$ cat src/rtl/arbitro_mux_3in.sv
// rtl/arbitro_mux_3in.sv - three-requester round-robin bus arbiter with burst limit and registered mux select
module arbitro_mux_3in #(
  parameter int MAX_RAFAGA = 4,
  parameter int ANCHO_CNT  = 4
) (
  input  logic                 clk,
  input  logic                 reset,
  input  logic [2:0]           Req,
  output logic [2:0]           Grant,
  output logic [1:0]           Sel,
  output logic                 Valido,
  output logic [ANCHO_CNT-1:0] Cuenta
);

  localparam logic [0:0] LIBRE    = 1'b0;
  localparam logic [0:0] OTORGADO = 1'b1;

  localparam logic [ANCHO_CNT-1:0] MAX_CNT = ANCHO_CNT'(MAX_RAFAGA);
  localparam logic [ANCHO_CNT-1:0] UNO     = ANCHO_CNT'(1);

  logic [0:0]           state_q, state_d;
  logic [2:0]           grant_q, grant_d;
  logic [1:0]           sel_q, sel_d;
  logic                 valido_q, valido_d;
  logic [ANCHO_CNT-1:0] cuenta_q, cuenta_d;
  logic [1:0]           ultimo_q, ultimo_d;

  logic [1:0] ord [3];
  logic [1:0] win;
  logic       win_ok;
  logic       owner_req;
  logic       rafaga_fin;

  // Priority list starts after the last owner; the last owner itself comes last,
  // so a lone requester is re-granted when its burst expires.
  always_comb begin
    ord[0] = 2'd0;
    ord[1] = 2'd1;
    ord[2] = 2'd2;
    case (ultimo_q)
      2'd0: begin ord[0] = 2'd1; ord[1] = 2'd2; ord[2] = 2'd0; end
      2'd1: begin ord[0] = 2'd2; ord[1] = 2'd0; ord[2] = 2'd1; end
      default: begin ord[0] = 2'd0; ord[1] = 2'd1; ord[2] = 2'd2; end
    endcase
    win    = ultimo_q;
    win_ok = 1'b0;
    for (int k = 2; k >= 0; k--) begin
      if (Req[ord[k]]) begin
        win    = ord[k];
        win_ok = 1'b1;
      end
    end
  end

  assign owner_req  = Req[ultimo_q];
  assign rafaga_fin = (cuenta_q >= MAX_CNT);

  always_comb begin
    state_d  = state_q;
    grant_d  = grant_q;
    sel_d    = sel_q;
    cuenta_d = cuenta_q;
    ultimo_d = ultimo_q;
    if (state_q == OTORGADO && owner_req && !rafaga_fin) begin
      cuenta_d = cuenta_q + UNO;
    end else if (win_ok) begin
      state_d  = OTORGADO;
      grant_d  = 3'b001 << win;
      sel_d    = win;
      ultimo_d = win;
      cuenta_d = UNO;
    end else begin
      state_d  = LIBRE;
      grant_d  = 3'b000;
      cuenta_d = '0;
    end
    valido_d = |grant_d;
  end

  always_ff @(posedge clk) begin
    if (reset) begin
      state_q  <= LIBRE;
      grant_q  <= 3'b000;
      sel_q    <= 2'b00;
      valido_q <= 1'b0;
      cuenta_q <= '0;
      ultimo_q <= 2'd2;
    end else begin
      state_q  <= state_d;
      grant_q  <= grant_d;
      sel_q    <= sel_d;
      valido_q <= valido_d;
      cuenta_q <= cuenta_d;
      ultimo_q <= ultimo_d;
    end
  end

  assign Grant  = grant_q;
  assign Sel    = sel_q;
  assign Valido = valido_q;
  assign Cuenta = cuenta_q;

endmodule

$ cat config.mk
export PLATFORM = sky130hd
export DESIGN_NAME = arbitro_mux_3in
export DESIGN_NICKNAME = d
export VERILOG_FILES = /design/src/rtl/arbitro_mux_3in.sv
export SDC_FILE = /design/constraint.sdc
export NUM_CORES = 1
export LEC_CHECK = 0
export CAP_MARGIN = 20
export CORE_ASPECT_RATIO = 1.2
export CORE_MARGIN = 1
export CORE_UTILIZATION = 35
export CTS_CLUSTER_SIZE = 25
export DETAILED_ROUTE_END_ITERATION = 6
export PLACE_DENSITY = 0.72
export SYNTH_ARGS = -nofsm -noshare
export SYNTH_HDL_FRONTEND = slang
export SYNTH_SLANG_ARGS = --single-unit
export TNS_END_PERCENT = 5
$ cat constraint.sdc
create_clock -name clk -period 1.8 [get_ports clk]
set_clock_uncertainty 0.15 [all_clocks]
set_input_delay 0.27 -clock clk [delete_from_list [all_inputs] [get_ports clk]]
set_output_delay 0.27 -clock clk [all_outputs]
set_load 0.01 [all_outputs]
Word level (Yosys, flattened, before mapping)
Index checks and enable logic that the tools add are counted.
Word-level totals
  word-level logic and storage cells: 41
  register bits: 13
  input bits: 5
  output and inout port bits: 10
Operators by class
  shifts and indexed selects: 1
  bitwise logic cells: 1
  add/sub/neg operators: 1
  order comparisons: 5
  mux-type cells: 20
  reductions and logical operators: 6
  equality and inequality tests: 1
Operator list (number)
  $lt A2 B3 Y1 const B: 4
  $pmux W6 S2: 1
  $mux W1: 9
  $bmux W1 S2: 4
  $mux W2: 3
  $mux W3: 2
  $add A4 B1 Y4 const B: 1
  $ge A4 B3 Y1 const B: 1
  $mux W4: 1
  $reduce_or A3 Y1: 1
  $shl A1 B2 Y3 const A: 1
  $eq A2 B1 Y1 const B: 1
  $logic_and A1 B1 Y1: 2
  $logic_not A2 Y1: 1
  $reduce_and A2 Y1: 1
  $logic_not A1 Y1: 1
  $not A1 Y1: 1

Depth between registers and ports, before layout
  depth after elaboration: 11
  mapped depth: 5
  mapped depth without buffers: 4

Least setup slack after synthesis
Ideal clock, no wire load.
  kind: register to register
  from: register ultimo_q[1]
  to: register sel_q[1] (netlist: Sel[1])
  data arrival time: 1.211 ns
  slack: 0.353 ns
  required time: 1.564 ns
  path buffers: 1
  library setup time: 0.086 ns
  clock period less this slack: 1.447 ns
  cell stages (with the launch flop): 6
  cell sequence: dfxtp_1 -> buf_6 -> nor2b_4 -> a211o_1 -> a21o_1 -> a221oi_2
Between the ends
  word-level cells in the longest chain between the ends: 8
  elaborated cells between the ends (all ways): 21
  classes of those cells: eq/ne (1); mux (15); bitwise (1); reduce/logical (4)
Ends and longest elaborated chain
  start, declared: line 26  | logic [1:0] ultimo_q, ultimo_d;
  start signal, assigned: line 94  | ultimo_q <= ultimo_d;
  $eq A2 B1 Y1 / $logic_not A2 Y1 (equally long branches): line 40  | case (ultimo_q)
  $pmux W6 S2: line 40
  $bmux W1 S2: line 48  | if (Req[ord[k]]) begin
  $mux W1 (not written as such): line 48
  $mux W1 (3 in a row): line 48
  $reduce_and A2 Y1 (no line)
  end signal, assigned: line 91  | sel_q <= sel_d;
  end, declared: line 23  | logic [1:0] sel_q, sel_d;
Parallel ways exist; a longest one is shown, timed or not. The select of a mux whose other input is x is not followed.
A chain may end at the register's enable or synchronous reset.

Final worst setup path
  from: register sel_q[0] (netlist: Sel[0])
  to: output port Sel[0]
RTL lines
  end, declared: line 10  | output logic [1:0] Sel,
No word-level cell between the ends.

==> results.json <==
{
  "fp.dieW_um": 38.04,
  "slowest_delay_ns": 0.57,
  "place_ws_ns": -0.04317,
  "yosys-top-cells-area": "dfxtp_1 44%, nor2_1 4.1%, a21oi_1 3.7%, nor2b_1 3.4%, o221ai_1 3.2%",
  "ys_seq_elements": 12,
  "ctsHtreeMaxLevel": 1,
  "seqPwrFrac": 0.461,
  "area.growth.synth_to_final_pct": 44.50,
  "cts_setup_buffers": 0,
  "ys.warnings.count": 0,
  "grt_pass1_vias": 485,
  "worstSetupEndpointType": "output pin",
  "cts_resized": 0,
  "cts_buffers": 3,
  "gp_congestion": 0.7822,
  "coreArea_um2": 1445,
  "wl_mm": 1.227,
  "dp_hpwl_um": 916.6,
  "path_clk_slew_ns": 0.07,
  "numPortBuffers": 14,
  "rows": 15,
  "r2r_setup_slack_ns": 0.23,
  "worst_path_max_delay_cell": "clkdlybuf4s50_1",
  "antenna_found_initial": 0,
  "hold_path_class": "flop to flop",
  "fmax_mhz": 584.5,
  "synth-edff-count": 0,
  "drtIter0Drc": 17,
  "postRouteAntennaNets": 0,
  "antennaDiodeCount": 0,
  "synth_top_area_cell": "dfxtp_1",
  "layout_commonest_cell": "clkdlybuf4s50_1",
  "syn_nets": 66,
  "setup_slack_ns": 0.08926,
  "drtPass1Iterations": 5,
  "fin_util": 0.5455,
  "cts.sinks": 12,
  "drc": 0,
  "cp.required_ns": 1.38,
  "power.switching_mw": 0.1723,
  "fillers": 128,
  "status": "finished, final reports clean",
  "p_int_mw": 0.4869,
  "cts_tree": "yes",
  "final_cell_mix": "14 x clkdlybuf4s50_1, 12 x dfxtp_1, 9 x buf_4",
  "grt-ovfl-total": 0,
  "p_comb_frac": 0.217,
  "fin_cells": 101,
  "dp.cells": 97,
  "nNetsFinal": 91,
  "pwr_density_cell_nw_per_um2": 836.2,
  "vias_per_cell": 5.327,
  "drv_slew": 0,
  "clk_latency_ns": 0.28,
  "min_period_ns": 1.711,
  "synth_ff_type": "dfxtp_1",
  "initial_core_util": 0.3775,
  "avgSynthCellArea_um2": 9.092,
  "vias": 538,
  "p_sw_frac": 0.2613,
  "grt_setup_unrepaired": "false",
  "arrival_ns": 1.29,
  "async_reset_ff_frac": 0,
  "synth_top_area_frac": 0.4404,
  "die_area_um2": 1721,
  "ctsHoldBuffers": 0,
  "grt_pass1_wl_mm": 1.966,
  "vdd_ir_drop_max_mv": 0.4523,
  "root_buffer": "clkbuf_4",
  "synth_area_um2": 545.5,
  "drv_cap": 0,
  "die_h_um": 45.25,
  "drive_gt1_frac": 0.1786,
  "grt_max_degree": 11,
  "synth_cells": 60,
  "routedWlPerCell_um": 12.15,
  "critical_path.top_delay_family": "buffers and inverters",
  "gr-usage-all-layers": 0.1657,
  "synth_seq_area_share": 0.4404,
  "yosysUniqueCellTypes": 29,
  "pin_count": 15,
  "finalHoldViolations": 0,
  "setup_viol": 0,
  "leakagePower_nw": 0.3184,
  "path_class": "flop to output pin",
  "worstPathMaxFanout": 7,
  "start_kind": "flop",
  "crit_buf_inv": 1,
  "clock_path_buffers": 2,
  "fin_crit_sh": 0.9504,
  "crit_chain": "clkdlybuf4s50_1",
  "clockPowerShare": 0.322
}
-- power by group through the flow --
stage                     sequential (mW)  combinational, mW  clock [mW]
after CTS                           0.304              0.143       0.216
after global routing                0.307              0.156       0.222
final                               0.304              0.143       0.212
after floorplan                     0.307             0.0775           0
after global placement              0.309              0.141           0
after detailed placement            0.310              0.142           0
-- path summary, 6_finish.rpt --
kind | startpoint | endpoint | depth (start not counted)
setup reg to reg | ultimo_q[1] | Grant[0] | 4
hold reg to reg | Sel[1] | Sel[1] | 2
setup / recovery | Sel[0] | Sel[0] | 1
hold / removal | Sel[1] | Sel[1] | 2
-- routing by layer --
metal,vias up,track usage,routed length [µm]
met5,-,0,0
met4,0,0.1286,46
met3,5,0.01478,44
met2,16,0.2678,580
met1,254,0.1975,556
li1,263,-,-
-- cell type report --
cell class,instances,area [µm²],share of cell area
clock buffer,4,36.28,0.04603
inverter,3,11.26,0.01429
multi-input combinational,42,271.5,0.3444
sequential,12,240.2,0.3048
tap,17,21.27,0.02698
timing repair buffer,23,207.7,0.2635
-- per-stage QoR --
stage                     instance area [µm²]  TNS (ns)  hold slack [ns]  total power, mW
after floorplan                         545.5         0           0.2809           0.3842
after global placement                  752.0   -0.1386           0.3038           0.4499
after detailed placement                752.0   -0.1690           0.3045           0.4512
after CTS                               788.3         0           0.3152           0.6625
after global routing                    788.3         0           0.3517           0.6850
final                                   788.3         0           0.3091           0.6592
-- Yosys cell counts (2+ instances only) --
cell      count
a21oi_1       4
a211oi_1      2
o221ai_1      2
dfxtp_1      12
nor3_1        3
inv_1         3
nand2_1       2
nor2_1        6
nor2b_1       3
nand3_1       3
o21ai_0       2
-- cells by family after synthesis --
kind of cell	share of synthesized area
AOI/OAI and AO/OA	0.2569
xor gates and xnor gates	0.01606
adders and majority gates	0.02293
buffers and inverters	0.06192
DFF	0.4404
other	0.006874
and+or+nand+nor	0.1950
-- worst register-to-register path, cell delays in order, from the launching register on --
cell,delay (ns)
dfxtp_1,0.53
nor2b_1,0.11
o21ai_0,0.35
o221ai_1,0.20
a21oi_1,0.16
-- flip-flops by register name, summed over array words and instances, names as in the netlist --
| register | cells |
|---|---|
| Sel | 2 |
| Cuenta | 4 |
| state_q | 1 |
| Grant | 3 |
| Valido | 1 |
| ultimo_q | 1 |
Power figures use the tool's default switching activity.
